==> src/rtl/circular_buffer.sv <==
// Three-row circular line buffer presenting a registered 3x3 pixel window and binary kernel.
// Optional window_valid output enabled by defining CIRCULAR_BUFFER_VALID_OUT_EN.
module circular_buffer #(
   parameter int PIX_W        = 6,
   parameter int PIX_PER_WORD = 4,
   parameter int ROWS         = 3
) (
   input  logic                          clk,
   input  logic                          rst_n,
   input  logic [PIX_W*PIX_PER_WORD-1:0] data_in,
   input  logic [8:0]                    weight_in,
   input  logic                          buffer_weight_fire,
   input  logic                          buffer_data_fire,
   input  logic                          buffer_done,
   output logic [PIX_W-1:0]              x11,
   output logic [PIX_W-1:0]              x12,
   output logic [PIX_W-1:0]              x13,
   output logic [PIX_W-1:0]              x21,
   output logic [PIX_W-1:0]              x22,
   output logic [PIX_W-1:0]              x23,
   output logic [PIX_W-1:0]              x31,
   output logic [PIX_W-1:0]              x32,
   output logic [PIX_W-1:0]              x33,
`ifdef CIRCULAR_BUFFER_VALID_OUT_EN
   output logic                          window_valid,
`endif
   output logic                          w11,
   output logic                          w12,
   output logic                          w13,
   output logic                          w21,
   output logic                          w22,
   output logic                          w23,
   output logic                          w31,
   output logic                          w32,
   output logic                          w33
);

   localparam int WORD_W = PIX_W * PIX_PER_WORD;

   logic [WORD_W-1:0] row_q [ROWS];
   logic [WORD_W-1:0] row_d [ROWS];
   logic [1:0]        wp_q, wp_d;
   logic [1:0]        cnt_q, cnt_d;
   logic              ph_q, ph_d;
   logic [PIX_W-1:0]  x_q [9];
   logic [PIX_W-1:0]  x_d [9];
   logic [8:0]        w_q, w_d;
   logic              vld_q, vld_d;

   logic [1:0]        prev_idx;
   logic [1:0]        old_idx;
   logic [WORD_W-1:0] win_row [3];

   always_comb begin
      prev_idx = (wp_q == 2'd0) ? 2'd2 : wp_q - 2'd1;
      old_idx  = (wp_q == 2'd2) ? 2'd0 : wp_q + 2'd1;
      win_row[0] = row_q[old_idx];
      win_row[1] = row_q[prev_idx];
      win_row[2] = data_in;
   end

   always_comb begin
      row_d = row_q;
      wp_d  = wp_q;
      cnt_d = cnt_q;
      ph_d  = ph_q;
      x_d   = x_q;
      w_d   = w_q;
      vld_d = 1'b0;
      if (rst_n) begin
         for (int r = 0; r < ROWS; r++) row_d[r] = '0;
         for (int i = 0; i < 9; i++) x_d[i] = '0;
         wp_d  = 2'd0;
         cnt_d = 2'd0;
         ph_d  = 1'b0;
         w_d   = 9'd0;
      end else begin
         if (buffer_weight_fire && !buffer_data_fire) w_d = weight_in;
         if (buffer_done) begin
            for (int i = 0; i < 9; i++) x_d[i] = '0;
            wp_d  = 2'd0;
            cnt_d = 2'd0;
            ph_d  = 1'b0;
         end else if (buffer_data_fire) begin
            row_d[wp_q] = data_in;
            wp_d  = (wp_q == 2'd2) ? 2'd0 : wp_q + 2'd1;
            cnt_d = (cnt_q == 2'd3) ? 2'd3 : cnt_q + 2'd1;
            // Window slides by one pixel column pair: ph=0 takes P3..P1, ph=1 P2..P0.
            if (cnt_q >= 2'd2) begin
               for (int r = 0; r < 3; r++) begin
                  for (int c = 0; c < 3; c++) begin
                     x_d[r*3+c] = win_row[r][(3-c-int'(ph_q))*PIX_W +: PIX_W];
                  end
               end
               ph_d  = ~ph_q;
               vld_d = 1'b1;
            end
         end
      end
   end

   always_ff @(posedge clk) begin
      row_q <= row_d;
      wp_q  <= wp_d;
      cnt_q <= cnt_d;
      ph_q  <= ph_d;
      x_q   <= x_d;
      w_q   <= w_d;
      vld_q <= vld_d;
   end

   assign x11 = x_q[0];
   assign x12 = x_q[1];
   assign x13 = x_q[2];
   assign x21 = x_q[3];
   assign x22 = x_q[4];
   assign x23 = x_q[5];
   assign x31 = x_q[6];
   assign x32 = x_q[7];
   assign x33 = x_q[8];

   assign {w11, w12, w13, w21, w22, w23, w31, w32, w33} = w_q;

`ifdef CIRCULAR_BUFFER_VALID_OUT_EN
   assign window_valid = vld_q;
`else
   logic unused_vld;
   assign unused_vld = vld_q;
`endif

endmodule

==> config.mk <==
export PLATFORM = sky130hd
export DESIGN_NAME = circular_buffer
export DESIGN_NICKNAME = d
export VERILOG_FILES = /design/src/rtl/circular_buffer.sv
export SDC_FILE = /design/constraint.sdc
export NUM_CORES = 1
export LEC_CHECK = 0
export CAP_MARGIN = 20
export CORE_ASPECT_RATIO = 2
export CORE_MARGIN = 1
export CORE_UTILIZATION = 49
export CTS_BUF_LIST = sky130_fd_sc_hd__clkbuf_16
export DETAILED_ROUTE_END_ITERATION = 10
export PLACE_DENSITY = 0.78
export SYNTH_ARGS = -nofsm -noshare
export SYNTH_HDL_FRONTEND = slang
export SYNTH_SLANG_ARGS = --single-unit
==> constraint.sdc <==
create_clock -name clk -period 1.9 [get_ports clk]
set_clock_uncertainty 0.15 [all_clocks]
set_input_delay 0.475 -clock clk [delete_from_list [all_inputs] [get_ports clk]]
set_output_delay 0.475 -clock clk [all_outputs]
set_load 0.1 [all_outputs]
; Yosys cells after proc, flatten, opt, wreduce, memory -nomap -nowiden
; Cells that the tools add are included.
[classes]
bitwise_logic = 5
magnitude_cmp = 5
n_shift = 9
add_sub_neg = 6
n_eq_ne = 2
muxes = 12
reduce_logical = 7
n_mul = 3
[ops]
columns = operator, count
row1 = $shiftx A24 B7 Y6, 6
row2 = $mux W24, 5
row3 = $bmux W24 S2, 2
row4 = $bwmux W72, 1
row5 = $shiftx A24 B6 Y6, 3
row6 = $demux W24 S2, 1
row7 = $mul A3 B3 Y6 const B, 2
row8 = $ge A3 B3 Y1 const B, 3
row9 = $not A2 Y3, 3
row10 = $mux W2, 3
row11 = $sub A2 B1 Y3 const A, 2
row12 = $mul A2 B3 Y5 const B, 1
row13 = $add A2 B1 Y2 const B, 2
row14 = $eq A2 B2 Y1 const B, 2
row15 = $reduce_and A2 Y1, 2
row16 = $lt A3 B1 Y1 const B, 1
row17 = $ge A2 B2 Y1 const B, 1
row18 = $logic_and A1 B1 Y1, 2
row19 = $logic_not A2 Y1, 1
row20 = $not A1 Y1, 2
row21 = $reduce_or A2 Y1, 1
row22 = $sub A1 B1 Y2 const A, 1
row23 = $sub A2 B1 Y2 const B, 1
row24 = $logic_not A1 Y1, 1
[word_totals]
wordCells = 65
inputBits = 38
out_inout_bits = 63
reg_bits = 140

; Logic depth before layout (Yosys ltp)
[depth]
word_depth = 7
ltp_mapped = 8
mapped_depth_nobuf = 6

; Worst setup path after synthesis
; Ideal clock, no wire load.
[synth_timing]
path_type = register -> register
startpoint = register wp_q[0]
endpoint = register x_q (netlist bit x21[1])
slack_ps = -2
period_less_slack_ps = 1902
setup_ps = 118
path_stages_with_launch = 9
arrival_time_ps = 1634
t_required_ps = 1632
n_path_buf = 2
cell_sequence = dfxtp_1 -> inv_1 -> ha_1 -> buf_6 -> buf_12 -> mux2_4 -> a211oi_2 -> a21oi_1 -> a22o_1
[synth_via]
elab_chain_len = 7
word_cells_on_any_way = 8
cone_classes = add/sub (1) / shift (1) / mux (4) / bitwise (1) / reduce/logical (1)
[synth_lines]
columns = item, line_no
row1 = "start, declared", 42  ; logic [1:0] wp_q, wp_d;
row2 = "start signal, assigned", 104  ; wp_q <= wp_d;
row3 = $sub A2 B1 Y2 / $logic_not A2 Y1 (equally long branches), 55  ; prev_idx = (wp_q == 2'd0) ? 2'd2 : wp_q - 2'd1;
row4 = $mux W2 (*), 55
row5 = $not A2 Y3 (implied by the code) (*), 58  ; win_row[1] = row_q[prev_idx];
row6 = $bmux W24 S2 (*), 58
row7 = $mux W24 (implied by the code) (*) (2 in a row), 58
row8 = $shiftx A24 B7 Y6 (*), 92  ; x_d[r*3+c] = win_row[r][(3-c-int'(ph_q))*PIX_W +: PIX_W];
row9 = "end signal, assigned", 107  ; x_q <= x_d;
row10 = "end, declared", 45  ; logic [PIX_W-1:0] x_q [9];
; Every way passes the cells marked *; elsewhere a longest branch is shown, timed or not. The select of a mux whose other input is x is not followed.
; A chain may end at the register's enable or synchronous reset.

; Worst setup path in the final report
[layout_timing]
startpoint = register wp_q[0]
endpoint = register x_q (netlist bit x22[0])
; The elaborated chain is that of the path after synthesis.

==> results.yml <==
finish:
  layout.nets: 947
  layout_common_cells: "nand2_1, dfxtp_1, a21oi_1"
  final_common_cell: "nand2_1"
  synthToLayoutAreaGrowth_pct: 52.4
  drive_gt1_share_pct: 31.1
  stdcell_area_um2: 10100
  final_util_pct: 77.2
  diodes: 0
drt:
  vias: 7061
  via_per_inst: 6.61
  drc: 10
  wire_per_inst_um: 26.1
  dr.pass1.iters: 10
  drtIter0Drc: 1001
  routed_wl_um: 27900
  route.antenna.remaining_nets: 0
critical_path:
  ff2ff_path_depth: 7
  reg2reg_slack_ps: -240
  worst_setup_path_end_kind: "register"
  worstPathArrival_ps: 2300
  crit_path_start_kind: "register"
  crit-reg2reg-launch: "wp_q[0]$_SDFFE_PP0P_"
  path_class: "reg2reg"
  required_ps: 2060
  path_max_fanout: 8
  r2r_end: "x22[0]$_SDFFE_PP0P_"
grt:
  grt.total_usage_pct: 37.7
  grt_max_degree: 82
  grt_pass1_vias: 6899
  grt_overflow: 0
  grt_pass1_wl_um: 39500
  antenna_found_initial: 0
logic_synthesis:
  synth_cell_types: 36
  synth_area_leaders: "dfxtp_1, mux2i_1, nand2_1, a21oi_1, o21ai_0"
  ys_seq_area_share_pct: 42.1
  syn-num-nets: 805
  yosysWarnings: 0
  synth_seq_cells: 140
  syn_area_per_cell_um2: 8.75
  yosys.area.top_type: "dfxtp_1"
  synth_top_area_share_pct: 42.1
  ys.flop_type: "dfxtp_1"
  synthCells: 761
  synth_area_um2: 6660
  synth_edf_count: 0
  async_reset_ff_share_pct: 0
floorplanning:
  dieArea_um2: 14100
  io_pins: 101
  die_y_um: 167
  rows: 59
  initial_core_util_pct: 50.7
  coreArea_um2: 13100
  fp.dieW_um: 84.4
timing:
  min_period_ps: 2140
  slew_viol_final: 0
  finalHoldViolCount: 0
  setup_viol: 30
  finalCritPeriodShare_pct: 113
  setup_ws_ps: -240
  rsz0062_at_grt: "yes"
  fmax_mhz: 467
  worst_pin_slew_ps: 925
  slew-limit-headroom_pct: 38.3
  fin_setup_tns_ps: -2670
min_path:
  hold_class: "in2reg"
  whs_path_depth: 2
  hold_end: "cnt_q[0]$_SDFFE_PP0P_"
  worstHoldStart: "buffer_data_fire"
run_status:
  outcome: "complete, but fails checks"
  violations: "design-rule violations, negative setup slack"
clock_network:
  clock-sinks: 140
  cts_buffer_depth: 2
  worstSkewPairLatency_ps: 420
  cts_buffers: 17
  clock-root-buffer: "clkbuf_16"
  clk_pin_slew_ps: 70
  htree_levels: 4
  cts_tree: "yes"
power:
  powerDensity_nw_per_um2: 699
  power_leakage_nw: 3.64
  vdd_ir_drop_max_mv: 0.720
  fin_total_pwr_mw: 7.09
placed_design:
  pre_cts_slack_ps: -309
  place.detailed.hpwl_um: 16400
  gp_congestion: 0.931
  dpl_cell_area_um2: 8870
  io_buffers: 100
job:
  cap_violations: 0
## cell families (layout without fill, tap and decap cells)
| kind of cell | count (synthesis) | count (layout) | share of synthesized area, % |
|---|---|---|---|
| simple gates | 237 | 237 | 15.9 |
| flops | 140 | 140 | 42.1 |
| xor+xnor | 1 | 1 | 0.132 |
| mux | 93 | 93 | 15.3 |
| buf+inv | 71 | 226 | 5.69 |
| fa+ha+maj | 6 | 6 | 1.13 |
| compound gates | 213 | 213 | 19.7 |
## sequential cells by signal, indices dropped and copies added (netlist names)
signal  flops
cnt_q       2
x13         6
w_q         9
ph_q        1
x23         6
x31         6
x32         6
wp_q        2
x11         6
x22         6
row_q      72
x21         6
x33         6
x12         6
## metal layers
metal	part of all wire [%]	track usage, %	wire, µm	vias to the layer above
met2	50	63.7	13800	584
met4	9.8	32.6	2740	0
met5	0	0	0	-
met3	9.1	8.18	2540	214
met1	31	38.9	8770	3325
li1	-	-	-	2938
## synth_stat cells (2+ instances only)
master / instances
buf_4: 13
mux2i_1: 68
nand3b_1: 22
buf_2: 26
buf_6: 2
o21ai_0: 40
mux2_2: 8
nor2_4: 2
a22o_1: 18
mux2_4: 12
nand2b_1: 3
buf_1: 4
and2_1: 4
nor2_1: 23
a22oi_2: 11
dfxtp_1: 140
mux2_1: 4
nor3b_1: 12
nand2_1: 167
a21oi_1: 111
inv_1: 3
ha_1: 6
a211oi_1: 21
o211ai_1: 6
clkbuf_1: 22
a211oi_2: 3
## final cells by class
cell class | instances | area, µm²
multi-input cells | 550 | 3860
fillers | 791 | 3000
well taps | 152 | 190
clock buffers | 17 | 425
flip-flops and latches | 140 | 2810
repair buffers | 191 | 2720
clock inverters | 15 | 124
inverters | 3 | 16.3
## power breakdown
| part | switching [mW] | total [mW] | internal, mW |
|---|---|---|---|
| sequential | 0.0481 | 3.03 | 2.98 |
| combinational | 0.509 | 0.898 | 0.389 |
| clock | 1.37 | 3.17 | 1.80 |
## worst max-delay path by stage
stage / startpoint / endpoint / slack [ps]
after floorplan: wp_q[0]$_SDFFE_PP0P_ / x21[1]$_SDFFE_PP0P_ / 20
after global placement: wp_q[1]$_SDFFE_PP0P_ / x22[3]$_SDFFE_PP0P_ / -260
after detailed placement: wp_q[1]$_SDFFE_PP0P_ / x22[3]$_SDFFE_PP0P_ / -310
after CTS: wp_q[1]$_SDFFE_PP0P_ / x11[3]$_SDFFE_PP0P_ / -60
after global routing: wp_q[0]$_SDFFE_PP0P_ / x23[0]$_SDFFE_PP0P_ / -230
final: wp_q[0]$_SDFFE_PP0P_ / x22[0]$_SDFFE_PP0P_ / -240
## worst max-delay path, stage by stage (launching register included)
cell and delay [ps]:
dfxtp_2 340, inv_4 90, ha_4 210, buf_12 160
mux2_4 310, a22oi_2 350, mux2i_1 200, a22o_1 210
## through the flow
stage | hold WS [ps] | cells
after global routing | 307 | 1068
after floorplan | 291 | 761
final | 315 | 1068
after global placement | 303 | 1020
after detailed placement | 310 | 1020
after CTS | 319 | 1067
## what timing repair did
item                       CTS  global route
cloned                       3             2
gates resized for setup     67            64
pin swaps                   28            26
hold buffers                 0             0
setup endpoints to repair   36            88
setup buffers               12             3
(Power assumes the default switching activity.)
